===== src/rtl/ifetch_if.sv =====
// ifetch_if: fetch-unit bus bundle (redirect, imem request/response, decode stream)
interface ifetch_if;
    logic        redir_w_i;
    logic [31:0] redir_pc_w_i;
    logic        imem_req_w_o;
    logic [31:0] imem_addr_w_o;
    logic        imem_gnt_w_i;
    logic        imem_rvalid_w_i;
    logic [31:0] imem_rdata_w_i;
    logic        instr_valid_w_o;
    logic [31:0] instr_w_o;
    logic [31:0] instr_pc_w_o;
    logic        instr_ready_w_i;
    modport master (
        input  redir_w_i, redir_pc_w_i, imem_gnt_w_i, imem_rvalid_w_i, imem_rdata_w_i, instr_ready_w_i,
        output imem_req_w_o, imem_addr_w_o, instr_valid_w_o, instr_w_o, instr_pc_w_o
    );
    modport slave (
        output redir_w_i, redir_pc_w_i, imem_gnt_w_i, imem_rvalid_w_i, imem_rdata_w_i, instr_ready_w_i,
        input  imem_req_w_o, imem_addr_w_o, instr_valid_w_o, instr_w_o, instr_pc_w_o
    );
endinterface


===== src/rtl/ifetch.sv =====
// ifetch: instruction fetch unit with credit-limited imem requests and a pc/instr FIFO
// Redirects flush the FIFO and count the in-flight responses that must be squashed.
module ifetch #(
    parameter logic [31:0] RESET_VECTOR = 32'h0000_0000,
    parameter int          DEPTH        = 4
) (
    input logic      clk_w_i,
    input logic      res_w_i_l,
    ifetch_if.master bus
);
    localparam int AW = $clog2(DEPTH);
    localparam int CW = AW + 1;
    logic [31:0]   fpc_q, fpc_d, rpc_q, rpc_d;
    logic [CW-1:0] out_q, out_d, disc_q, disc_d, count_q, count_d;
    logic [AW-1:0] wr_q, wr_d, rd_q, rd_d;
    logic [31:0]   pc_mem_q [DEPTH];
    logic [31:0]   pc_mem_d [DEPTH];
    logic [31:0]   ins_mem_q [DEPTH];
    logic [31:0]   ins_mem_d [DEPTH];
    logic [CW:0]   credit;
    logic          req, fire, push, pop, valid, rv;
    always_comb begin
        rv = bus.imem_rvalid_w_i;
        // in-flight plus buffered never exceeds DEPTH, so a push always finds room
        credit = {1'b0, out_q} + {1'b0, count_q};
        req = res_w_i_l & ~bus.redir_w_i & (int'(credit) < DEPTH);
        valid = (count_q != '0) & ~bus.redir_w_i;
        fire = req & bus.imem_gnt_w_i;
        push = rv & (disc_q == '0) & ~bus.redir_w_i;
        pop = valid & bus.instr_ready_w_i;
        fpc_d = fire ? fpc_q + 32'd4 : fpc_q;
        rpc_d = push ? rpc_q + 32'd4 : rpc_q;
        out_d = out_q + CW'(fire) - CW'(rv);
        disc_d = (rv && disc_q != '0) ? disc_q - CW'(1) : disc_q;
        count_d = count_q + CW'(push) - CW'(pop);
        wr_d = push ? wr_q + AW'(1) : wr_q;
        rd_d = pop ? rd_q + AW'(1) : rd_q;
        pc_mem_d = pc_mem_q;
        ins_mem_d = ins_mem_q;
        if (push) begin
            pc_mem_d[wr_q] = rpc_q;
            ins_mem_d[wr_q] = bus.imem_rdata_w_i;
        end
        if (bus.redir_w_i) begin
            fpc_d = bus.redir_pc_w_i;
            rpc_d = bus.redir_pc_w_i;
            disc_d = out_q - CW'(rv);
            count_d = '0;
            wr_d = '0;
            rd_d = '0;
        end
    end
    always_ff @(posedge clk_w_i) begin
        if (!res_w_i_l) begin
            fpc_q <= RESET_VECTOR;
            rpc_q <= RESET_VECTOR;
            out_q <= '0;
            disc_q <= '0;
            count_q <= '0;
            wr_q <= '0;
            rd_q <= '0;
        end else begin
            fpc_q <= fpc_d;
            rpc_q <= rpc_d;
            out_q <= out_d;
            disc_q <= disc_d;
            count_q <= count_d;
            wr_q <= wr_d;
            rd_q <= rd_d;
        end
        pc_mem_q <= pc_mem_d;
        ins_mem_q <= ins_mem_d;
    end
    assign bus.imem_req_w_o = req;
    assign bus.imem_addr_w_o = fpc_q;
    assign bus.instr_valid_w_o = valid;
    assign bus.instr_w_o = ins_mem_q[rd_q];
    assign bus.instr_pc_w_o = pc_mem_q[rd_q];
endmodule

===== src/flat_wrapper.sv =====
// flat-port wrapper written by rule: the top's interface ports become plain ports
module ifetch_flat 
#(
    parameter logic [31:0] RESET_VECTOR = 32'h0000_0000,
    parameter int          DEPTH        = 4
)
  (clk_w_i, res_w_i_l, bus_redir_w_i, bus_redir_pc_w_i, bus_imem_gnt_w_i, bus_imem_rvalid_w_i, bus_imem_rdata_w_i, bus_instr_ready_w_i, bus_imem_req_w_o, bus_imem_addr_w_o, bus_instr_valid_w_o, bus_instr_w_o, bus_instr_pc_w_o);
  ifetch_if bus_i ();
  input logic clk_w_i;
  input logic res_w_i_l;
  input wire logic [$bits(bus_i.redir_w_i)-1:0] bus_redir_w_i;
  input wire logic [$bits(bus_i.redir_pc_w_i)-1:0] bus_redir_pc_w_i;
  input wire logic [$bits(bus_i.imem_gnt_w_i)-1:0] bus_imem_gnt_w_i;
  input wire logic [$bits(bus_i.imem_rvalid_w_i)-1:0] bus_imem_rvalid_w_i;
  input wire logic [$bits(bus_i.imem_rdata_w_i)-1:0] bus_imem_rdata_w_i;
  input wire logic [$bits(bus_i.instr_ready_w_i)-1:0] bus_instr_ready_w_i;
  output wire logic [$bits(bus_i.imem_req_w_o)-1:0] bus_imem_req_w_o;
  output wire logic [$bits(bus_i.imem_addr_w_o)-1:0] bus_imem_addr_w_o;
  output wire logic [$bits(bus_i.instr_valid_w_o)-1:0] bus_instr_valid_w_o;
  output wire logic [$bits(bus_i.instr_w_o)-1:0] bus_instr_w_o;
  output wire logic [$bits(bus_i.instr_pc_w_o)-1:0] bus_instr_pc_w_o;
  assign bus_i.redir_w_i = bus_redir_w_i;
  assign bus_i.redir_pc_w_i = bus_redir_pc_w_i;
  assign bus_i.imem_gnt_w_i = bus_imem_gnt_w_i;
  assign bus_i.imem_rvalid_w_i = bus_imem_rvalid_w_i;
  assign bus_i.imem_rdata_w_i = bus_imem_rdata_w_i;
  assign bus_i.instr_ready_w_i = bus_instr_ready_w_i;
  assign bus_imem_req_w_o = bus_i.imem_req_w_o;
  assign bus_imem_addr_w_o = bus_i.imem_addr_w_o;
  assign bus_instr_valid_w_o = bus_i.instr_valid_w_o;
  assign bus_instr_w_o = bus_i.instr_w_o;
  assign bus_instr_pc_w_o = bus_i.instr_pc_w_o;
  ifetch #(.RESET_VECTOR(RESET_VECTOR), .DEPTH(DEPTH)) u_core (.clk_w_i(clk_w_i), .res_w_i_l(res_w_i_l), .bus(bus_i));
endmodule

===== config.mk =====
export PLATFORM = sky130hd
export DESIGN_NAME = ifetch_flat
export DESIGN_NICKNAME = d
export VERILOG_FILES = /design/src/rtl/ifetch_if.sv /design/src/rtl/ifetch.sv /design/src/flat_wrapper.sv
export SDC_FILE = /design/constraint.sdc
export NUM_CORES = 1
export LEC_CHECK = 0
export BUFFER_PORTS_ARGS = -buffer_cell sky130_fd_sc_hd__buf_2
export CORE_MARGIN = 2
export CORE_UTILIZATION = 65
export CTS_BUF_LIST = sky130_fd_sc_hd__clkbuf_4
export DETAILED_ROUTE_END_ITERATION = 10
export PLACE_DENSITY = 0.91
export SETUP_SLACK_MARGIN = 0.15
export SLEW_MARGIN = 20
export SYNTH_ARGS = -nofsm -noshare
export SYNTH_HDL_FRONTEND = slang
export SYNTH_SLANG_ARGS = --single-unit

===== constraint.sdc =====
create_clock -name clk_w_i -period 7.2 [get_ports clk_w_i]
set_clock_uncertainty 0.15 [all_clocks]
set_input_delay 1.44 -clock clk_w_i [delete_from_list [all_inputs] [get_ports clk_w_i]]
set_output_delay 1.44 -clock clk_w_i [all_outputs]
set_load 0.03 [all_outputs]

### After elaboration in Yosys (flattened, before gate mapping)

Cells that the tools add are included.

| word-level totals | value |
|---|---|
| flip-flop bits (word level) | 333 |
| latch bits | 0 |
| bits in writable memories | 0 |
| ROM bits | 0 |
| input bits | 70 |
| memories | 0 |

| cells by class | value |
|---|---|
| add/subtract/negate cells | 11 |
| multipliers | 0 |
| div/mod/pow operators | 0 |
| magnitude comparators | 4 |
| eq/ne operators | 0 |
| shift-type cells | 0 |
| multiplexer cells | 16 |
| bitwise gates (word level) | 11 |
| reduce and logical (&&, ||, !) cells | 9 |

Operators by type and width:

| kind | count |
|---|---|
| 32-bit two-way mux | 9 |
| 128-bit bitwise mux | 2 |
| 32-bit binary-select mux with 2-bit select | 2 |
| 32-bit by 3-bit adder with 32-bit output (second input constant) | 2 |
| 32-bit demux with 2-bit select | 1 |
| 3-bit by 1-bit subtractor with 3-bit output | 3 |
| 1-bit AND | 7 |
| 3-bit by 1-bit adder with 3-bit output | 2 |
| 3-bit >= comparator (second input constant) | 2 |
| 3-bit two-way mux | 2 |
| 2-bit NOT with 3-bit output | 2 |
| 2-bit nonzero test | 3 |
| 3-bit nonzero test | 2 |
| 2-bit by 1-bit adder with 2-bit output (second input constant) | 2 |
| 3-bit by 3-bit adder with 4-bit output | 1 |
| 4-bit by 3-bit less-than comparator with 1-bit output (second input constant) | 1 |
| 3-bit zero test | 1 |
| 3-bit by 1-bit less-than comparator with 1-bit output (second input constant) | 1 |
| 3-bit by 1-bit subtractor with 3-bit output (second input constant) | 1 |
| 1-bit logical AND | 2 |
| 1-bit NOT | 2 |
| 2-bit OR reduction | 1 |

### Logic depth before layout (Yosys ltp)

| depth | value |
|---|---|
| depth in word-level cells | 6 |
| gate-level depth with buffers | 11 |
| gate-level depth less buffers | 10 |

### Worst setup path before layout

No wires, ideal clock.

| timing path | value |
|---|---|
| kind | input-to-reg |
| start point | in bus_imem_rvalid_w_i |
| end point | reg u_core.ins_mem_q[0] in the netlist's numbering (enable) |
| setup time | 0.429 ns |
| arrival | 3.642 ns |
| required time | 6.621 ns |
| slack | 2.979 ns |
| cell stages on the path | 4 |
| buffers on the path | 1 |
| cells stage by stage | clkbuf_2 -> nand3b_1 -> nor2_1 -> and2_1 |

| between the ends | value |
|---|---|
| longest elaborated chain between the ends | 2 |

Ends and longest elaborated chain:

| what | line | text |
|---|---|---|
| start: declaration | flat_wrapper.sv:14 | `input wire logic [$bits(bus_i.imem_rvalid_w_i)-1:0] bus_imem_rvalid_w_i;` |
| 1-bit AND (2 in series) | ifetch.sv:29 | `push = rv & (disc_q == '0) & ~bus.redir_w_i;` |
| net u_core.push | ifetch.sv:21 | `logic req, fire, push, pop, valid, rv;` |
| end signal: assignment | ifetch.sv:72 | `ins_mem_q <= ins_mem_d;` |
| end: declaration | ifetch.sv:18 | `logic [31:0] ins_mem_q [DEPTH];` |

The timed path passes the listed nets, and every way through them passes these cells.
A chain may end at the register's enable or synchronous reset.

### Worst setup path after layout

| timing path | value |
|---|---|
| start point | reg u_core.rd_q[0] |
| end point | out bus_instr_pc_w_o[30] |

| between the ends | value |
|---|---|
| longest elaborated chain between the ends | 4 |

Ends and longest elaborated chain:

| what | line | text |
|---|---|---|
| start: declaration | ifetch.sv:15 | `logic [AW-1:0] wr_q, wr_d, rd_q, rd_d;` |
| start signal: assignment | ifetch.sv:69 | `rd_q <= rd_d;` |
| 2-bit NOT with 3-bit output (implied by the code) | ifetch.sv:78 | `assign bus.instr_pc_w_o = pc_mem_q[rd_q];` |
| 32-bit binary-select mux with 2-bit select | ifetch.sv:78 |  |
| 32-bit two-way mux (implied by the code) (2 in series) | ifetch.sv:78 |  |
| end: declaration | flat_wrapper.sv:21 | `output wire logic [$bits(bus_i.instr_pc_w_o)-1:0] bus_instr_pc_w_o;` |

Every way passes these cells. The select of a mux whose other input is x is not followed.

==> metrics.md <==
| Metric | Value |
|---|---|
| Comb pwr share | 8.2% |
| CTS Hold Buffers Added | 0 |
| Worst Hold End | u_core.bus.imem_addr_w_o[1]$_SDFFE_PN0P_ |
| Post-synth EDFFs | 256 |
| CP arrival | roughly 3 ns |
| Switching Share | 24.3% |
| Clk sinks | 333 |
| Dpl hpwl | 18900 um |
| Syn Area/Cell | 15.7 um^2 |
| Flops & latches, synth | between 300 and 400 |
| Vias in the first global route | 8453 |
| Fin Setup TNS | 0 ns |
| Placer Congestion | 0.853 |
| Area Growth Syn to Fin | 16.5% |
| Fin util | 76.9% |
| Clock slew at reported path FFs | 0.07 ns |
| First-pass GRT wire length | about 46000 um |
| Postcts setup bufs | 0 |
| FF-to-FF End | u_core.ins_mem_q[68]$_DFFE_PP_ |
| Drt wl/cell | 21.4 um |
| Endpoints failing hold | 0 |
| Full die area | 0.0217 mm^2 |
| Setup CP Type | reg2out |
| GRT overflow | 0 |
| Crit. End Element | output pin |
| Slew Viols, Final | 0 |
| Period utilization | 63.0% |
| I/O Pins | roughly 170 |
| Longest Clk Path Bufs | 3 |
| Routed vias/inst | 6.02 |
| Setup-failing EPs final | 0 |
| Hold Crit Depth | 2 |
| Iteration-0 DRC count of the detailed router | 759 |
| R2r startpoint | u_core.disc_q[0]$_SDFFE_PN0P_ |
| Clk_lat worst skew | ~0.67 ns |
| Psw | 1.00 mW |
| Mapped cell area | 0.0134 mm^2 |
| Starting density of the core | 66.0% |
| Min Clock Period, post-route | 4.54 ns |
| FP Rows | 52 |
| Initial antenna violation count | 2 |
| Yosys warns | 0 |
| Seq/Total Area, Yosys | 69.1% |
| Type of origin of the critical path | flip-flop |
| Status | complete, no violations |
| Post-cts resize count | 0 |
| Final ANT Viol Nets | 0 |
| Peak Freq | 220 MHz |
| Port Buffers | around 170 |
| Syn Inst Count | 849 |
| Leakage power | 5.51 nW |
| Share of cells above drive strength 1 | roughly a third |
| Int Pwr | 3.13 mW |
| Post-synthesis cell type count | 54 |
| # DRC | 0 |
| Die X | between 100 and 150 um |
| Vias | 8488 |
| Max_cap viols | 0 |
| Maximum VDD drop | 0.134 mV |
| Post-synth ARST share | 0% |
| Die height | 147 um |
| Rel. slew slack | between 30% and 40% |
| H-tree depth | 3 |
| Predominant post-synthesis flop cell | edfxtp_1 |
| DRT Wirelength | ~30000 um |
| Final net count | 1156 |
| Hold Crit Start | u_core.bus.imem_addr_w_o[1]$_SDFFE_PN0P_ |
| Detailed-router iteration count before antenna repair | 5 |
| Worst R2R Path Depth | 6 |
| R2R Setup Slk | ~4.1 ns |
| Power Dens Cells | 265 mW/mm^2 |
| Clk root buf | clkbuf_4 |
| Critical Path RT | 5.61 ns |
| CTS tree | built |
| CP max FO | 39 |
| Flop pwr share | 53.3% |
| CTS Buf Count | 82 |
| RSZ-0062 raised after global routing | false |
| Syn_nets | approximately 940 |
| Largest net degree at the start of global routing | 72 |
| Core ar. | 0.0202 mm^2 |
| Overall Global Routing Usage | 28.1% |
| Worst Hold Class | reg2reg |
| Worst-margin pin slew | about 1 ns |
| Clk pwr share | 38.6% |
## worst max-delay path by stage
stage	start	end	cells past startpoint	slack, ns
floorplan	bus_imem_rvalid_w_i	u_core.ins_mem_q[0]$_DFFE_PP_	4	2.98
global placement	bus_redir_w_i	u_core.out_q[2]$_SDFF_PN0_	10	2.93
detailed placement	bus_redir_w_i	u_core.out_q[2]$_SDFF_PN0_	10	2.89
CTS	u_core.rd_q[0]$_SDFFE_PP0P_	bus_instr_w_o[2]	3	2.53
global route	u_core.rd_q[0]$_SDFFE_PP0P_	bus_instr_pc_w_o[30]	3	2.40
finish	u_core.rd_q[0]$_SDFFE_PP0P_	bus_instr_pc_w_o[30]	3	2.66
## worst max-delay path, cell delays in order, from the launching register on
cell and delay, ns:
dfxtp_4 0.88, buf_4 0.60, mux4_2 0.59, buf_2 0.20
## per-stage QoR
| step | instances | cell area [um^2] | hold WS, ns | power (mW) | setup slack [ns] |
|---|---|---|---|---|---|
| 3_3_place_gp | 1254 | 14400 | 0.290 | 2.56 | 2.93 |
| 5_1_grt | 1410 | 15600 | 0.325 | 4.29 | 2.40 |
| 4_1_cts | 1408 | 15600 | 0.306 | 4.15 | 2.53 |
| 3_5_place_dp | 1254 | 14400 | 0.296 | 2.58 | 2.89 |
| 6_report | 1410 | 15600 | 0.303 | 4.13 | 2.66 |
| 2_1_floorplan | 849 | 13400 | 0.310 | 2.45 | 2.98 |
## cell usage in the layout (no fill, tap or decap), types with 10 or more instances in the layout
master    netlist  routed
dfxtp_1        77      75
o21ai_0        33      33
inv_1          23      23
clkbuf_4        0     124
a31oi_1        10      10
mux4_2         64      64
nand4_1        23      23
buf_2           7     167
nand2_1        48      48
ha_1           16      16
xor2_1         23      23
nand3_1        22      22
a21oi_1        55      55
nor2_1         33      33
nor4_1         10      10
edfxtp_1      256     256
xnor2_1        18      18
nor3_1         14      13
clkinv_1        2      23
## routing by layer
metal / wire [um] / global-route usage [%] / part of all wire, %
met4: 849 / 11.6 / 2.8
met1: 11400 / 36.1 / 38
met5: 0 / 0 / 0
met2: 15400 / 46.8 / 51
met3: 2460 / 6.55 / 8.1
## logic make-up after synthesis
| group | share of synthesized area [%] |
|---|---|
| AOI/OAI and AO/OA | 5.28 |
| xor gates and xnor gates | 2.69 |
| adders and majority gates | 1.80 |
| buffers and inverters | 1.93 |
| DFF | 69.1 |
| muxes | 11.4 |
| and+or+nand+nor | 7.80 |
## area by class of cell
| type | count | area, um^2 |
|---|---|---|
| antenna | 2 | 5.00 |
| clock buffer | 124 | 931 |
| tap | 270 | 338 |
| clock inverter | 30 | 174 |
| timing repair buffer | 176 | 903 |
| fill | 1145 | 4670 |
| inverter | 25 | 95.1 |
| multi-input combinational | 450 | 3880 |
| sequential | 333 | 9230 |
## registers in the layout, summed over array words and instances, names as in the netlist
register and count:
u_core.rd_q 2, u_core.wr_q 2, u_core.pc_mem_q 128, u_core.ins_mem_q 128, u_core.rpc_q 32, u_core.count_q 3
u_core.out_q 3, u_core.disc_q 3, u_core.bus.imem_addr_w_o 32
## cells in the mapped netlist (2+ instances only)
library cell	number	area share [%]
nand2_1	48	1.3
o211ai_1	2	0.11
a31oi_1	10	0.47
nor2_1	33	0.93
nor2b_1	2	0.094
nand3b_1	2	0.11
or4_1	2	0.11
a211oi_1	3	0.17
mux2i_1	4	0.30
nor3_1	14	0.52
or3_1	5	0.23
and3_1	9	0.42
clkinv_1	2	0.056
and2_1	11	0.52
clkbuf_1	26	0.73
mux2_2	4	0.34
buf_2	7	0.26
o21ai_0	33	1.2
o21ba_2	2	0.15
nor4_1	10	0.47
buf_1	7	0.20
a21oi_1	55	2.1
edfxtp_1	256	58
xnor2_1	18	1.2
fa_1	2	0.30
nand4_1	23	1.1
o311ai_0	3	0.20
a311o_1	3	0.22
mux4_2	64	11
inv_1	23	0.65
a311oi_1	2	0.13
nor3b_1	3	0.17
and4_1	6	0.39
dfxtp_1	77	12
xor2_1	23	1.5
ha_1	16	1.5
nand3_1	22	0.82
## power groups by stage
stage	Clock [mW]	Combinational (mW)	Sequential, mW
after floorplan	0	0.211	2.24
after global placement	0	0.327	2.23
after detailed placement	0	0.336	2.24
after CTS	1.62	0.338	2.20
after global routing	1.72	0.364	2.21
final	1.59	0.337	2.20
(Power assumes the default switching activity.)
